**src/rtl/uart_rx_stream.sv**
```systemverilog
// 8N1 UART receiver with 16x oversampling and a majority vote on samples 7/8/9.
// Delivers received bytes through a valid/ready register and flags framing errors and overruns.
module uart_rx_stream #(
    parameter int DIV   = 65,
    parameter int DIV_W = 16
) (
    input  logic       clk,
    input  logic       rst_n,
    input  logic       rx_i,
    output logic [7:0] rx_data,
    output logic       rx_valid,
    input  logic       rx_ready,
    output logic       frame_err,
    output logic       overrun,
    output logic       busy
);

    typedef enum logic [1:0] {IDLE, START, DATA, STOP} state_t;

    state_t             state_q, state_d;
    logic               sync1_q, sync1_d;
    logic               sync2_q, sync2_d;
    logic [DIV_W-1:0]   tick_cnt_q, tick_cnt_d;
    logic [3:0]         samp_cnt_q, samp_cnt_d;
    logic               s7_q, s7_d;
    logic               s8_q, s8_d;
    logic [2:0]         bit_idx_q, bit_idx_d;
    logic [7:0]         shreg_q, shreg_d;
    logic [7:0]         rx_data_q, rx_data_d;
    logic               rx_valid_q, rx_valid_d;
    logic               frame_err_q, frame_err_d;
    logic               overrun_q, overrun_d;
    logic               busy_q, busy_d;

    logic               rxs;
    logic               tick;
    logic               decide;
    logic               maj;
    logic               byte_done;

    assign rxs    = sync2_q;
    assign tick   = (tick_cnt_q == DIV_W'(DIV - 1));
    assign decide = tick && (samp_cnt_q == 4'd9);
    assign maj    = (s7_q & s8_q) | (s7_q & rxs) | (s8_q & rxs);

    always_comb begin
        sync1_d     = rx_i;
        sync2_d     = sync1_q;
        state_d     = state_q;
        tick_cnt_d  = tick ? '0 : tick_cnt_q + 1'b1;
        samp_cnt_d  = tick ? samp_cnt_q + 4'd1 : samp_cnt_q;
        s7_d        = (tick && samp_cnt_q == 4'd7) ? rxs : s7_q;
        s8_d        = (tick && samp_cnt_q == 4'd8) ? rxs : s8_q;
        bit_idx_d   = bit_idx_q;
        shreg_d     = shreg_q;
        rx_data_d   = rx_data_q;
        rx_valid_d  = rx_valid_q;
        frame_err_d = 1'b0;
        overrun_d   = 1'b0;
        byte_done   = 1'b0;

        // Counters are held at zero in IDLE so the bit phase starts at the falling edge.
        case (state_q)
            IDLE: begin
                tick_cnt_d = '0;
                samp_cnt_d = '0;
                if (!rxs) begin
                    state_d = START;
                end
            end
            START: begin
                if (decide) begin
                    if (maj) begin
                        state_d = IDLE;
                    end else begin
                        state_d   = DATA;
                        bit_idx_d = 3'd0;
                    end
                end
            end
            DATA: begin
                if (decide) begin
                    shreg_d[bit_idx_q] = maj;
                    bit_idx_d          = bit_idx_q + 3'd1;
                    if (bit_idx_q == 3'd7) begin
                        state_d = STOP;
                    end
                end
            end
            STOP: begin
                if (decide) begin
                    state_d = IDLE;
                    if (maj) begin
                        byte_done = 1'b1;
                    end else begin
                        frame_err_d = 1'b1;
                    end
                end
            end
            default: state_d = IDLE;
        endcase

        // A completed byte may replace the held one only if it is being accepted this cycle.
        if (byte_done) begin
            if (!rx_valid_q || rx_ready) begin
                rx_data_d  = shreg_q;
                rx_valid_d = 1'b1;
            end else begin
                overrun_d = 1'b1;
            end
        end else if (rx_valid_q && rx_ready) begin
            rx_valid_d = 1'b0;
        end

        busy_d = (state_d != IDLE);
    end

    always_ff @(posedge clk or negedge rst_n) begin
        if (!rst_n) begin
            state_q     <= IDLE;
            sync1_q     <= 1'b1;
            sync2_q     <= 1'b1;
            tick_cnt_q  <= '0;
            samp_cnt_q  <= '0;
            s7_q        <= 1'b0;
            s8_q        <= 1'b0;
            bit_idx_q   <= '0;
            shreg_q     <= '0;
            rx_data_q   <= '0;
            rx_valid_q  <= 1'b0;
            frame_err_q <= 1'b0;
            overrun_q   <= 1'b0;
            busy_q      <= 1'b0;
        end else begin
            state_q     <= state_d;
            sync1_q     <= sync1_d;
            sync2_q     <= sync2_d;
            tick_cnt_q  <= tick_cnt_d;
            samp_cnt_q  <= samp_cnt_d;
            s7_q        <= s7_d;
            s8_q        <= s8_d;
            bit_idx_q   <= bit_idx_d;
            shreg_q     <= shreg_d;
            rx_data_q   <= rx_data_d;
            rx_valid_q  <= rx_valid_d;
            frame_err_q <= frame_err_d;
            overrun_q   <= overrun_d;
            busy_q      <= busy_d;
        end
    end

    assign rx_data   = rx_data_q;
    assign rx_valid  = rx_valid_q;
    assign frame_err = frame_err_q;
    assign overrun   = overrun_q;
    assign busy      = busy_q;

endmodule

```
**config.mk**
```make
export PLATFORM = sky130hd
export DESIGN_NAME = uart_rx_stream
export DESIGN_NICKNAME = d
export VERILOG_FILES = /design/src/rtl/uart_rx_stream.sv
export SDC_FILE = /design/constraint.sdc
export NUM_CORES = 1
export LEC_CHECK = 0
export ABC_AREA = 1
export CORE_AREA = 8 8 111 62
export CTS_CLUSTER_SIZE = 40
export DETAILED_ROUTE_END_ITERATION = 12
export DIE_AREA = 0 0 119 70
export PLACE_DENSITY = 0.73
export SLEW_MARGIN = 20
export SYNTH_ARGS = -nofsm -noshare
export SYNTH_HDL_FRONTEND = slang
export SYNTH_SLANG_ARGS = --single-unit
```
**constraint.sdc**
```tcl
create_clock -name clk -period 2.14 [get_ports clk]
set_input_delay 0.428 -clock clk [delete_from_list [all_inputs] [get_ports clk]]
set_output_delay 0.428 -clock clk [all_outputs]
set_load 0.1 [all_outputs]
```
Yosys cells after proc, flatten, opt, wreduce, memory -nomap -nowiden

Index checks and enable logic that the tools add are counted.

Register bits after elaboration: 49
Input bits: 4

$add $sub $neg: 3
Order comparisons: 2
Equal/unequal tests: 12
Multiplexer cells: 29
Bitwise logic cells: 5
Reductions and logical operators: 16

Operators by type and width:

| kind                                                        | count |
|---|---|
| 2-to-1 mux 16 bit                                           | 2 |
| adder 16 x 1 -> 16 bit (second input constant)              | 1 |
| equality test 16 x 7 -> 1 bit (second input constant)       | 1 |
| 2-to-1 mux 1 bit                                            | 12 |
| 2-to-1 mux 2 bit                                            | 6 |
| 2-to-1 mux 3 bit                                            | 3 |
| bitwise mux 8 bit                                           | 1 |
| equality test 4 bit (second input constant)                 | 2 |
| 2-to-1 mux 4 bit                                            | 2 |
| case mux 2 bit (4 select lines)                             | 1 |
| nonzero test 2 bit                                          | 4 |
| != test 2 bit (second input constant)                       | 3 |
| case mux 3 bit (2 select lines)                             | 1 |
| AND reduction 2 bit                                         | 3 |
| logical AND 1 bit                                           | 5 |
| adder 4 x 1 -> 4 bit (second input constant)                | 1 |
| equality test 2 bit (second input constant)                 | 2 |
| equality test 4 x 3 -> 1 bit (second input constant)        | 1 |
| less-than comparator 3 x 4 -> 1 bit (second input constant) | 1 |
| AND reduction 4 bit                                         | 1 |
| adder 3 x 1 -> 3 bit (second input constant)                | 1 |
| bitwise AND 1 bit                                           | 3 |
| demux 1 bit (select 3 bit)                                  | 1 |
| equality test 3 bit (second input constant)                 | 1 |
| 7 further kinds                                             | 8 |

Longest topological paths before layout

Depth in word-level cells: 8
Mapped depth: 11
Gate-level depth less buffers: 9

Worst setup path after synthesis

OpenSTA, ideal clock, no wires.

Path kind: register -> register
Start: reg rx_valid_q (netlist: rx_valid)
End: reg rx_data_q[0] (netlist: rx_data[0])
Arrival time: 1.520 ns
Data required time: 2.018 ns
Path slack: 0.498 ns
Cell stages (with the launch flop): 5
Path buffers: 1
Cell sequence: dfrtp_1 -> nand2_1 -> clkbuf_1 -> nand4_1 -> nand2_1

Cells in the longest elaborated chain, start to end: 3

RTL lines:

| what                                 | RTL line | RTL |
|---|---|---|
| start: declaration                   | 30       | `logic rx_valid_q, rx_valid_d;` |
| start signal: assignment             | 145      | `rx_valid_q <= rx_valid_d;` |
| zero test 1 bit                      | 105      | `if (!rx_valid_q \|\| rx_ready) begin` |
| logical OR 1 bit                     | 105      |  |
| AND reduction 2 bit (no source line) | -        |  |
| end signal: assignment               | 144      | `rx_data_q <= rx_data_d;` |
| end: declaration                     | 29       | `logic [7:0] rx_data_q, rx_data_d;` |

Every way passes these cells.
A chain may end at the register's enable or synchronous reset.

Worst setup path after layout

Start: reg tick_cnt_q[0]
End: reg rx_data_q[6] (netlist: rx_data[6])

Cells in the longest elaborated chain, start to end: 5

RTL lines:

| what                                 | RTL line | RTL |
|---|---|---|
| start: declaration                   | 23       | `logic [DIV_W-1:0] tick_cnt_q, tick_cnt_d;` |
| start signal: assignment             | 138      | `tick_cnt_q <= tick_cnt_d;` |
| equality test 16 x 7 -> 1 bit        | 42       | `assign tick = (tick_cnt_q == DIV_W'(DIV - 1));` |
| logical AND 1 bit                    | 43       | `assign decide = tick && (samp_cnt_q == 4'd9);` |
| 2-to-1 mux 1 bit                     | 91       | `if (decide) begin` |
| 2-to-1 mux 1 bit                     | 63       | `case (state_q)` |
| AND reduction 2 bit (no source line) | -        |  |

Every way passes these cells.

==> results.sh <==
export IMPL_ys_warn_count=0
export IMPL_tns_ps=0
export IMPL_die_h_um=70
export IMPL_cts_root_buf="clkbuf_8"
export IMPL_crit_chain="inv_1 -> ha_1 -> nand3_1 -> nor2_4 -> nand2_4 -> nor2_4 -> nand4_4 -> nand2_1 -> nand2_1"
export IMPL_clock_latency_ps=310
export IMPL_dieWidth_um=119
export IMPL_power_leakage_uw=0.001459
export IMPL_synth_top_area_share_pct=45.61
export IMPL_ant_nets=0
export IMPL_peakVddDrop_mv=0.2673
export IMPL_hold_start="sync1_q"
export IMPL_grt_setup_unrepaired="no"
export IMPL_nets=346
export IMPL_slew_headroom_pct=68.74
export IMPL_port_buffers=15
export IMPL_yosys_top_cells_area="dfrtp_1 46%, nand2_1 9.6%, nand4_1 8.7%"
export IMPL_pin_count=16
export IMPL_status="complete, no violations"
export IMPL_vias_per_cell=5.210
export IMPL_worstMarginPinSlew_ps=465.8
export IMPL_drv_slew=0
export IMPL_p_int_uw=1286
export IMPL_synth_cell_type_count=29
export IMPL_core_area_um2=5301
export IMPL_p_comb_share_pct=1.8
export IMPL_cp_slowest_cell="dfrtp_1"
export IMPL_seq_power_share_pct=57.4
export IMPL_mostFrequentLayoutCell="nand2_1"
export IMPL_synth_area_um2=2579
export IMPL_reg2reg_depth=9
export IMPL_start_util_pct=48.64
export IMPL_crit_path_end_kind="flip-flop"
export IMPL_overflow=0
export IMPL_die_area_um2=8330
export IMPL_rr_endpoint="rx_data[6]"
export IMPL_grt_total_usage_pct=14.34
export IMPL_setup_viol=0
export IMPL_period_share_pct=85.88
export IMPL_ys_seq_elements=49
export IMPL_grt_pass1_wl_um=9563
export IMPL_synth_top_area_cell="dfrtp_1"
export IMPL_dr_first_iter_drc_count=215
export IMPL_crit_buf_inv=1
export IMPL_grt_pass1_vias=1887
export IMPL_routed_wl_um=5476
export IMPL_area_delta_synth_final_pct=12.81
export IMPL_n_antenna_cell=0
export IMPL_criticalPathCategory="reg2reg"
export IMPL_netSwitchingPower_uw=333.4
export IMPL_gp_congestion=0.8993
export IMPL_grt_max_degree=29
export IMPL_wl_per_cell_um=13.39
export IMPL_cts_buffers=5
export IMPL_postCtsSetupRepairBufs=0
export IMPL_n_fill_cell=492
export IMPL_r2r_start="tick_cnt_q[0]"
export IMPL_path_clk_slew_ps=90
export IMPL_antenna_found_initial=0
export IMPL_hold_end="rxs"
export IMPL_cp_arrival_ps=2050
export IMPL_hold_class="reg2reg"
export IMPL_syn_inst=314
export IMPL_rrSetupSlack_ps=300
export IMPL_max_clock_freq_mhz=544.1
export IMPL_crit_fanout=11
export IMPL_vias=2131
export IMPL_maxCapViolations=0
export IMPL_dp_slack_ps=316.4
export IMPL_htree_levels=2
export IMPL_clock_skew_ps=4.576
export IMPL_cp_data_required_time_ps=2350
export IMPL_drive_gt1_share_pct=13.39
export IMPL_startpoint_type="flip-flop"
export IMPL_drc_errors=0
export IMPL_clock_power_share_pct=40.8
export IMPL_crit_family="simple AND/OR/NAND/NOR gates"
export IMPL_hold_violations=0
export IMPL_synth_seq_area_share_pct=47.65
export IMPL_drtPass1Iterations=5
export IMPL_hpwlAfterDp_um=4205
export IMPL_p_per_area_nw_per_um2=556.5
export IMPL_core_rowCount=19
export IMPL_layout_common_cells="66 x nand2_1, 47 x dfrtp_1, 43 x nor2_1"
export IMPL_worst_slack_ps=302.2
export IMPL_switching_share_pct=20.59
export IMPL_cpPeakStageDelay_ps=410
export IMPL_layout_min_cycle_time_ps=1838
export IMPL_synthesis_nets=325
export IMPL_cts_sinks=49
export IMPL_synth_area_per_cell_um2=8.212
export IMPL_cts_tree="built"
export IMPL_holdPathStages=0
export IMPL_clockBufferDepth=2
-- worst max-delay path by stage --
stage	from	endpoint	slack, ps	cells after the start
global route	samp_cnt_q[1]	busy	160	7
global placement	tick_cnt_q[0]	rx_data[6]	380	9
finish	tick_cnt_q[0]	rx_data[6]	300	9
detailed placement	tick_cnt_q[0]	rx_data[6]	320	9
floorplan	rx_valid	rx_data[0]	500	4
CTS	tick_cnt_q[0]	rx_data[6]	300	9
-- kinds of logic (layout without fill, tap and decap cells) --
group	count (synthesis)	count (layout)	share of synthesized area, %
DFF	49	49	47.65
AOI/OAI and AO/OA	24	24	4.852
and+or+nand+nor	184	184	34.93
adders and majority gates	7	7	3.396
buffers and inverters	45	67	7.472
xor gates and xnor gates	5	5	1.698
-- worst reg2reg max path, delay by kind of cell, from the launching register on --
| family | cells | cell delay (ps) |
|---|---|---|
| buffers and inverters | 1 | 70 |
| adders and majority gates | 1 | 190 |
| DFF | 1 | 410 |
| and+or+nand+nor | 7 | 1060 |
-- flip-flops by register name, indices dropped and copies added, names as in the netlist --
register / flops
tick_cnt_q: 16
rx_data: 8
shreg_q: 8
samp_cnt_q: 4
bit_idx_q: 3
state_q: 2
busy: 1
frame_err: 1
overrun: 1
rx_valid: 1
rxs: 1
s7_q: 1
s8_q: 1
sync1_q: 1
-- cells in the mapped netlist (all sizes together) --
cell     n
a21oi    6
o31ai    1
and2     1
dfstp    2
ha       7
xor2     5
nor3     4
clkbuf   1
o21ai   16
inv     35
buf      7
nor2    52
dfrtp   47
nand4   37
or2      1
clkinv   2
o21a     1
nand2   67
nand3   22
-- through the flow --
| step | std cells | utilization [%] | area [um^2] | power [uW] | hold slack, ps |
|---|---|---|---|---|---|
| finish | 409 | 54.87 | 2909 | 1619 | 362.3 |
| global route | 409 | 54.87 | 2909 | 1679 | 372.0 |
| CTS | 409 | 54.87 | 2909 | 1631 | 365.3 |
| detailed placement | 400 | 52.66 | 2791 | 977.9 | 328.9 |
| global placement | 400 | 52.66 | 2791 | 978.0 | 328.5 |
| floorplan | 314 | - | 2579 | 948.7 | 132.4 |
-- layout make-up --
class / count / area (um^2) / area share [%]
flip-flops and latches: 49 / 1229 / 42.24
well taps: 73 / 91.34 / 3.140
clock buffers: 6 / 72.57 / 2.495
repair buffers: 22 / 182.7 / 6.280
multi-input cells: 220 / 1157 / 39.78
inverters: 37 / 141.4 / 4.860
clock inverters: 2 / 35.03 / 1.204
-- power groups by stage --
stage	combinational, uW	clock [uW]	sequential (uW)
3_3_place_gp	30.1	0	948
4_1_cts	31.5	670	930
6_report	29.7	660	930
5_1_grt	34.8	714	930
2_1_floorplan	0.954	0	948
3_5_place_dp	30.1	0	948
-- per-layer routing --
| layer | share of wire, % | wire, um | GRT usage [%] | up-vias |
|---|---|---|---|---|
| li1 | - | - | - | 1086 |
| met1 | 57 | 3136 | 22.60 | 985 |
| met2 | 35 | 1893 | 16.28 | 53 |
| met3 | 6.9 | 377 | 5.293 | 7 |
| met4 | 1.2 | 68 | 5.146 | 0 |
| met5 | 0 | 0 | 0 | - |
-- timing repair --
| item | CTS | global route |
|---|---|---|
| hold endpoints to repair | 9 | 0 |
| resized for setup | 0 | 0 |
| hold buffers | 1 | 0 |
Power figures use the tool's default switching activity.
